<file path="src/rtl/compare_arbiter.sv">
// compare_arbiter: round-robin front end for one shared magnitude comparator.
// One request is granted at a time. Its operands are registered and compared
// as unsigned, signed, or absolute value, depending on that requester's mode.
// A one-hot gt/eq/lt result, tagged with the requester id, is returned over a
// valid/ready response port.
module compare_arbiter #(
    parameter int WIDTH = 8,
    parameter int NREQ  = 4,
    parameter int IDW   = $clog2(NREQ)
) (
    input  logic                  clk,
    input  logic                  rstN,
    input  logic [NREQ-1:0]       req_valid,
    output logic [NREQ-1:0]       req_ready,
    input  logic [NREQ*WIDTH-1:0] req_a,
    input  logic [NREQ*WIDTH-1:0] req_b,
    input  logic [NREQ*2-1:0]     req_mode,
    output logic                  rsp_valid,
    input  logic                  rsp_ready,
    output logic [IDW-1:0]        rsp_id,
    output logic                  rsp_gt,
    output logic                  rsp_eq,
    output logic                  rsp_lt,
    output logic                  rsp_err
);

    typedef enum logic [1:0] {IDLE, CMP, RESP} state_t;

    localparam logic [WIDTH:0] ONE = {{WIDTH{1'b0}}, 1'b1};

    state_t           state;
    state_t           state_next;
    logic [IDW-1:0]   ptr;
    logic [IDW-1:0]   ptr_next;
    logic             grant_found;
    logic [IDW-1:0]   grant_idx;
    logic [WIDTH-1:0] sel_a;
    logic [WIDTH-1:0] sel_b;
    logic [1:0]       sel_mode;
    int               cand;
    int               wrap;
    logic             capture;
    logic             load_rsp;
    logic             rsp_done;
    logic [WIDTH-1:0] op_a;
    logic [WIDTH-1:0] op_b;
    logic [1:0]       op_mode;
    logic [IDW-1:0]   op_id;
    logic [WIDTH:0]   key_a;
    logic [WIDTH:0]   key_b;

    // Map an operand to a WIDTH+1-bit value whose unsigned order matches the
    // requested interpretation. In signed mode, flipping the sign bit of the
    // sign-extended value turns the signed order into an unsigned order.
    function automatic logic [WIDTH:0] order_key(input logic [WIDTH-1:0] x,
                                                 input logic [1:0] mode);
        logic [WIDTH:0] ext;
        ext = {x[WIDTH-1], x};
        case (mode)
            2'b01:   order_key = {~x[WIDTH-1], x};
            2'b10:   order_key = x[WIDTH-1] ? ((~ext) + ONE) : ext;
            default: order_key = {1'b0, x};
        endcase
    endfunction

    // Cyclic search for the first valid requester at or after ptr, and selection of its operands
    always_comb begin
        grant_found = 1'b0;
        grant_idx   = '0;
        sel_a       = '0;
        sel_b       = '0;
        sel_mode    = '0;
        cand        = 0;
        wrap        = 0;
        ptr_next    = ptr;
        for (int k = 0; k < NREQ; k++) begin
            cand = int'(ptr) + k;
            if (cand >= NREQ) begin
                cand = cand - NREQ;
            end
            if (!grant_found && req_valid[IDW'(cand)]) begin
                grant_found = 1'b1;
                grant_idx   = IDW'(cand);
                sel_a       = req_a[cand*WIDTH +: WIDTH];
                sel_b       = req_b[cand*WIDTH +: WIDTH];
                sel_mode    = req_mode[cand*2 +: 2];
            end
        end
        wrap = int'(grant_idx) + 1;
        if (wrap >= NREQ) begin
            wrap = 0;
        end
        ptr_next = IDW'(wrap);
    end

    // State register and round-robin pointer
    always_ff @(posedge clk or negedge rstN) begin
        if (!rstN) begin
            state <= IDLE;
            ptr   <= '0;
        end else begin
            state <= state_next;
            if (capture) begin
                ptr <= ptr_next;
            end
        end
    end

    // Next-state logic: a grant leads to compare, then to a held response
    always_comb begin
        state_next = state;
        case (state)
            IDLE:    if (grant_found) state_next = CMP;
            CMP:     state_next = RESP;
            RESP:    if (rsp_ready) state_next = IDLE;
            default: state_next = IDLE;
        endcase
    end

    // Per-state outputs: request acknowledge and datapath load strobes
    always_comb begin
        req_ready = '0;
        capture   = 1'b0;
        load_rsp  = 1'b0;
        rsp_done  = 1'b0;
        case (state)
            IDLE: begin
                if (grant_found && rstN) begin
                    req_ready[grant_idx] = 1'b1;
                    capture              = 1'b1;
                end
            end
            CMP:     load_rsp = 1'b1;
            RESP:    rsp_done = rsp_ready;
            default: ;
        endcase
    end

    // Operand registers hold the granted request while it is being compared
    always_ff @(posedge clk or negedge rstN) begin
        if (!rstN) begin
            op_a    <= '0;
            op_b    <= '0;
            op_mode <= '0;
            op_id   <= '0;
        end else if (capture) begin
            op_a    <= sel_a;
            op_b    <= sel_b;
            op_mode <= sel_mode;
            op_id   <= grant_idx;
        end
    end

    // Order keys of the captured operands feed a single unsigned comparator
    always_comb begin
        key_a = order_key(op_a, op_mode);
        key_b = order_key(op_b, op_mode);
    end

    // Response registers are loaded once per compare and held until the consumer accepts
    always_ff @(posedge clk or negedge rstN) begin
        if (!rstN) begin
            rsp_valid <= 1'b0;
            rsp_id    <= '0;
            rsp_gt    <= 1'b0;
            rsp_eq    <= 1'b0;
            rsp_lt    <= 1'b0;
            rsp_err   <= 1'b0;
        end else if (load_rsp) begin
            rsp_valid <= 1'b1;
            rsp_id    <= op_id;
            if (op_mode == 2'b11) begin
                rsp_gt  <= 1'b0;
                rsp_eq  <= 1'b0;
                rsp_lt  <= 1'b0;
                rsp_err <= 1'b1;
            end else begin
                rsp_gt  <= (key_a > key_b);
                rsp_eq  <= (key_a == key_b);
                rsp_lt  <= (key_a < key_b);
                rsp_err <= 1'b0;
            end
        end else if (rsp_done) begin
            rsp_valid <= 1'b0;
        end
    end

endmodule

</file>
<file path="config.mk">
export PLATFORM = sky130hd
export DESIGN_NAME = compare_arbiter
export DESIGN_NICKNAME = d
export VERILOG_FILES = /design/src/rtl/compare_arbiter.sv
export SDC_FILE = /design/constraint.sdc
export NUM_CORES = 1
export LEC_CHECK = 0
export BUFFER_PORTS_ARGS = -buffer_cell sky130_fd_sc_hd__buf_2
export CORE_MARGIN = 2
export CORE_UTILIZATION = 62
export CTS_CLUSTER_DIAMETER = 60
export CTS_CLUSTER_SIZE = 30
export DETAILED_ROUTE_END_ITERATION = 8
export PLACE_DENSITY = 0.9
export SLEW_MARGIN = 10
export SYNTH_ARGS = -nofsm -noshare
export SYNTH_HDL_FRONTEND = slang
export SYNTH_SLANG_ARGS = --single-unit
</file>
<file path="constraint.sdc">
create_clock -name clk -period 8.86 [get_ports clk]
set_input_delay 0.443 -clock clk [delete_from_list [all_inputs] [get_ports clk]]
set_output_delay 0.443 -clock clk [all_outputs]
set_load 0.02 [all_outputs]
</file>
==> flow_metrics.env <==
export IMPL_drt_wl_total_um=11100
export IMPL_synth_cell_types=53
export IMPL_worst_r2r_cell_count=8
export IMPL_ctsRootBufferMaster="clkbuf_8"
export IMPL_grt_start_max_net_pins=64
export IMPL_ys_ff_latch=31
export IMPL_skew_ns=0.00941
export IMPL_cts_hold_buf=0
export IMPL_post_cts_buffers=0
export IMPL_worstHoldPathType="input pin to async pin"
export IMPL_synthToLayoutAreaGrowth_pct=11.0
export IMPL_drtAntennaViolNets=0
export IMPL_wl_per_cell_um=17.6
export IMPL_tritoncts="built"
export IMPL_grt_pass1_wl_um=17900
export IMPL_drcViolationCount=0
export IMPL_layout_area_seq_sq_um=779
export IMPL_path_class="flip-flop to output port"
export IMPL_drive_above_1_share=0.361
export IMPL_drv_slew=0
export IMPL_fin_nets=633
export IMPL_antennaDiodeCount=0
export IMPL_power_switching_w=0.00114
export IMPL_rr_endpoint="op_id[1]"
export IMPL_post_cts_resized=0
export IMPL_rows=30
export IMPL_grt_overflow_total=0
export IMPL_place_area_sq_um=4840
export IMPL_ys_seq_area_frac=0.174
export IMPL_synth_edf_count=0
export IMPL_worstMarginPinSlew_ns=1.05
export IMPL_arrival_ns=4.33
export IMPL_fmaxAchievable_mhz=210
export IMPL_hold_violations=0
export IMPL_relSlewSlack=0.303
export IMPL_dp_hpwl_um=8090
export IMPL_num_io_pins=90
export IMPL_p_per_area_nw_per_um2=456
export IMPL_crit_path_end_kind="output port"
export IMPL_synth_main_ff_cell="dfrtp_1"
export IMPL_multi_input_area_sq_um=3410
export IMPL_worstPathMaxFanout=63
export IMPL_pwr_share_comb=0.790
export IMPL_power_frac_clock=0.064
export IMPL_worst_endpoint_required_ns=8.42
export IMPL_fp_dieH_um=88.9
export IMPL_ir_drop_v=0.000212
export IMPL_route_vias_total=4242
export IMPL_worstSetupStartpointType="flip-flop"
export IMPL_cts_htree_levels=2
export IMPL_io_buffer_count=89
export IMPL_grt_pass1_vias=3913
export IMPL_antenna_found_initial=0
export IMPL_via_per_inst=6.75
export IMPL_max_cap_violations=0
export IMPL_setup_tns_ns=0
export IMPL_p_leak_nw=2.08
export IMPL_fin_crit_ns=4.77
export IMPL_cts_buffers=5
export IMPL_cts_max_path_buffers=2
export IMPL_postSynth_asyncResetShare=1.00
export IMPL_synth_area_sq_um=4470
export IMPL_rsz0062_at_grt="no"
export IMPL_outcome="finished, final reports clean"
export IMPL_layout_common_cells="89 x buf_2, 45 x o21ai_0, 42 x a21oi_1"
export IMPL_syn_avg_cell_area_sq_um=9.43
export IMPL_clkTransAtPathRegs_ns=0.07
export IMPL_mostFrequentLayoutCell="buf_2"
export IMPL_clk_latency_ns=0.29
export IMPL_fillers=505
export IMPL_r2r_start="ptr[1]"
export IMPL_place_congestion=0.897
export IMPL_syn_nets=576
export IMPL_design_area_sq_um=4960
export IMPL_die_area_sq_um=7900
export IMPL_initial_utilization=0.651
export IMPL_cts_sinks=31
export IMPL_track_usage=0.281
export IMPL_p_seq_frac=0.145
export IMPL_die_w_um=88.9
export IMPL_setup_viol=0
export IMPL_yosys_warnings=0
export IMPL_p_int_w=0.00113
export IMPL_drt_pass1_iter_count=5
export IMPL_synthCells=474
export IMPL_period_share=0.539
export IMPL_drt_iter0_markers=313
export IMPL_p_sw_frac=0.502
export IMPL_r2r_slack_ns=4.80
export IMPL_core_sq_um=6870
area by class of cell:
| cell class | count | share of cell area |
|---|---|---|
| inverter | 15 | 0.0113 |
| timing repair buffer | 93 | 0.0958 |
| clock buffer | 6 | 0.0166 |
| multi-input combinational | 385 | 0.688 |
| sequential | 31 | 0.157 |
| tap | 96 | 0.0242 |
| clock inverter | 2 | 0.00706 |
synthesized netlist by cell type (3+ instances only):
| cell type | instances | area share |
|---|---|---|
| and2_1 | 4 | 0.0056 |
| a221oi_2 | 11 | 0.037 |
| nand2b_1 | 4 | 0.0056 |
| o31ai_1 | 6 | 0.010 |
| buf_2 | 18 | 0.020 |
| nand2_1 | 36 | 0.030 |
| mux2i_1 | 18 | 0.040 |
| mux4_2 | 39 | 0.20 |
| a21oi_1 | 42 | 0.047 |
| mux2_2 | 24 | 0.060 |
| ha_1 | 23 | 0.064 |
| dfrtp_1 | 31 | 0.17 |
| a211oi_1 | 17 | 0.029 |
| clkbuf_1 | 15 | 0.013 |
| xor2_1 | 4 | 0.0078 |
| o2bb2ai_1 | 18 | 0.035 |
| xnor2_1 | 5 | 0.0098 |
| nor2_1 | 32 | 0.027 |
| a22oi_1 | 6 | 0.010 |
| nor3_1 | 4 | 0.0045 |
| o21ai_0 | 45 | 0.050 |
| buf_6 | 5 | 0.013 |
| nor2b_1 | 6 | 0.0084 |
| a221oi_1 | 7 | 0.014 |
| or2_2 | 3 | 0.0042 |
| mux2_4 | 3 | 0.010 |
| inv_1 | 15 | 0.013 |
flip-flops by register name (all words and copies together), names as in the netlist, named ones only:
register / count
op_mode: 2
op_a: 8
rsp_eq: 1
rsp_err: 1
rsp_id: 2
rsp_gt: 1
op_id: 2
state: 2
ptr: 1
rsp_valid: 1
rsp_lt: 1
op_b: 8
logic make-up (layout without fill, tap and decap cells):
family / after synthesis / in the layout / synth area share
AO/OA/AOI/OAI: 167 / 167 / 0.263
AND/OR/NAND/NOR: 101 / 101 / 0.104
multiplexers: 85 / 85 / 0.312
buffers and inverters: 58 / 116 / 0.0641
flip-flops: 31 / 31 / 0.174
adder cells (fa/ha/maj): 23 / 23 / 0.0644
XOR/XNOR: 9 / 9 / 0.0176
worst max-delay path by stage:
stage / start / endpoint / slack (ns) / cells past startpoint
floorplan: flip-flop / req_ready[1] / 5.28 / 13
global placement: ptr[1] / req_ready[3] / 4.59 / 11
detailed placement: ptr[1] / req_ready[3] / 4.42 / 11
CTS: ptr[1] / req_ready[3] / 4.10 / 11
global route: ptr[1] / req_ready[3] / 3.76 / 11
finish: ptr[1] / req_ready[3] / 4.09 / 11
worst max-delay path: stages (launching register included):
cell and delay, ns:
dfrtp_1 0.33, buf_4 0.47, inv_1 0.20, ha_2 1.07
mux4_2 0.44, nand2b_1 0.52, a211oi_2 0.17, a21oi_2 0.24
inv_1 0.10, ha_1 0.20, and2_1 0.12, buf_2 0.15
power by group through the flow:
stage	registers, W	clock network (W)	logic (W)
floorplan	0.000289	0	0.00150
global placement	0.000321	0	0.00168
detailed placement	0.000328	0	0.00175
CTS	0.000326	0.000147	0.00177
global route	0.000343	0.000153	0.00195
finish	0.000329	0.000145	0.00179
per-layer routing:
metal | track usage | share of wire
met5 | 0 | 0
met4 | 0.0813 | 0.015
met3 | 0.0434 | 0.084
met2 | 0.462 | 0.49
met1 | 0.388 | 0.41
stage by stage:
| stage | cells | power, W | setup WS, ns | util | hold WS, ns |
|---|---|---|---|---|---|
| finish | 628 | 0.00226 | 4.09 | 0.722 | 0.199 |
| global route | 628 | 0.00245 | 3.76 | 0.722 | 0.262 |
| CTS | 628 | 0.00224 | 4.10 | 0.722 | 0.224 |
| detailed placement | 620 | 0.00208 | 4.42 | 0.705 | 0.460 |
| global placement | 620 | 0.00200 | 4.59 | 0.705 | 0.454 |
| floorplan | 474 | 0.00179 | 5.28 | - | 0.147 |
(Power assumes the default switching activity.)
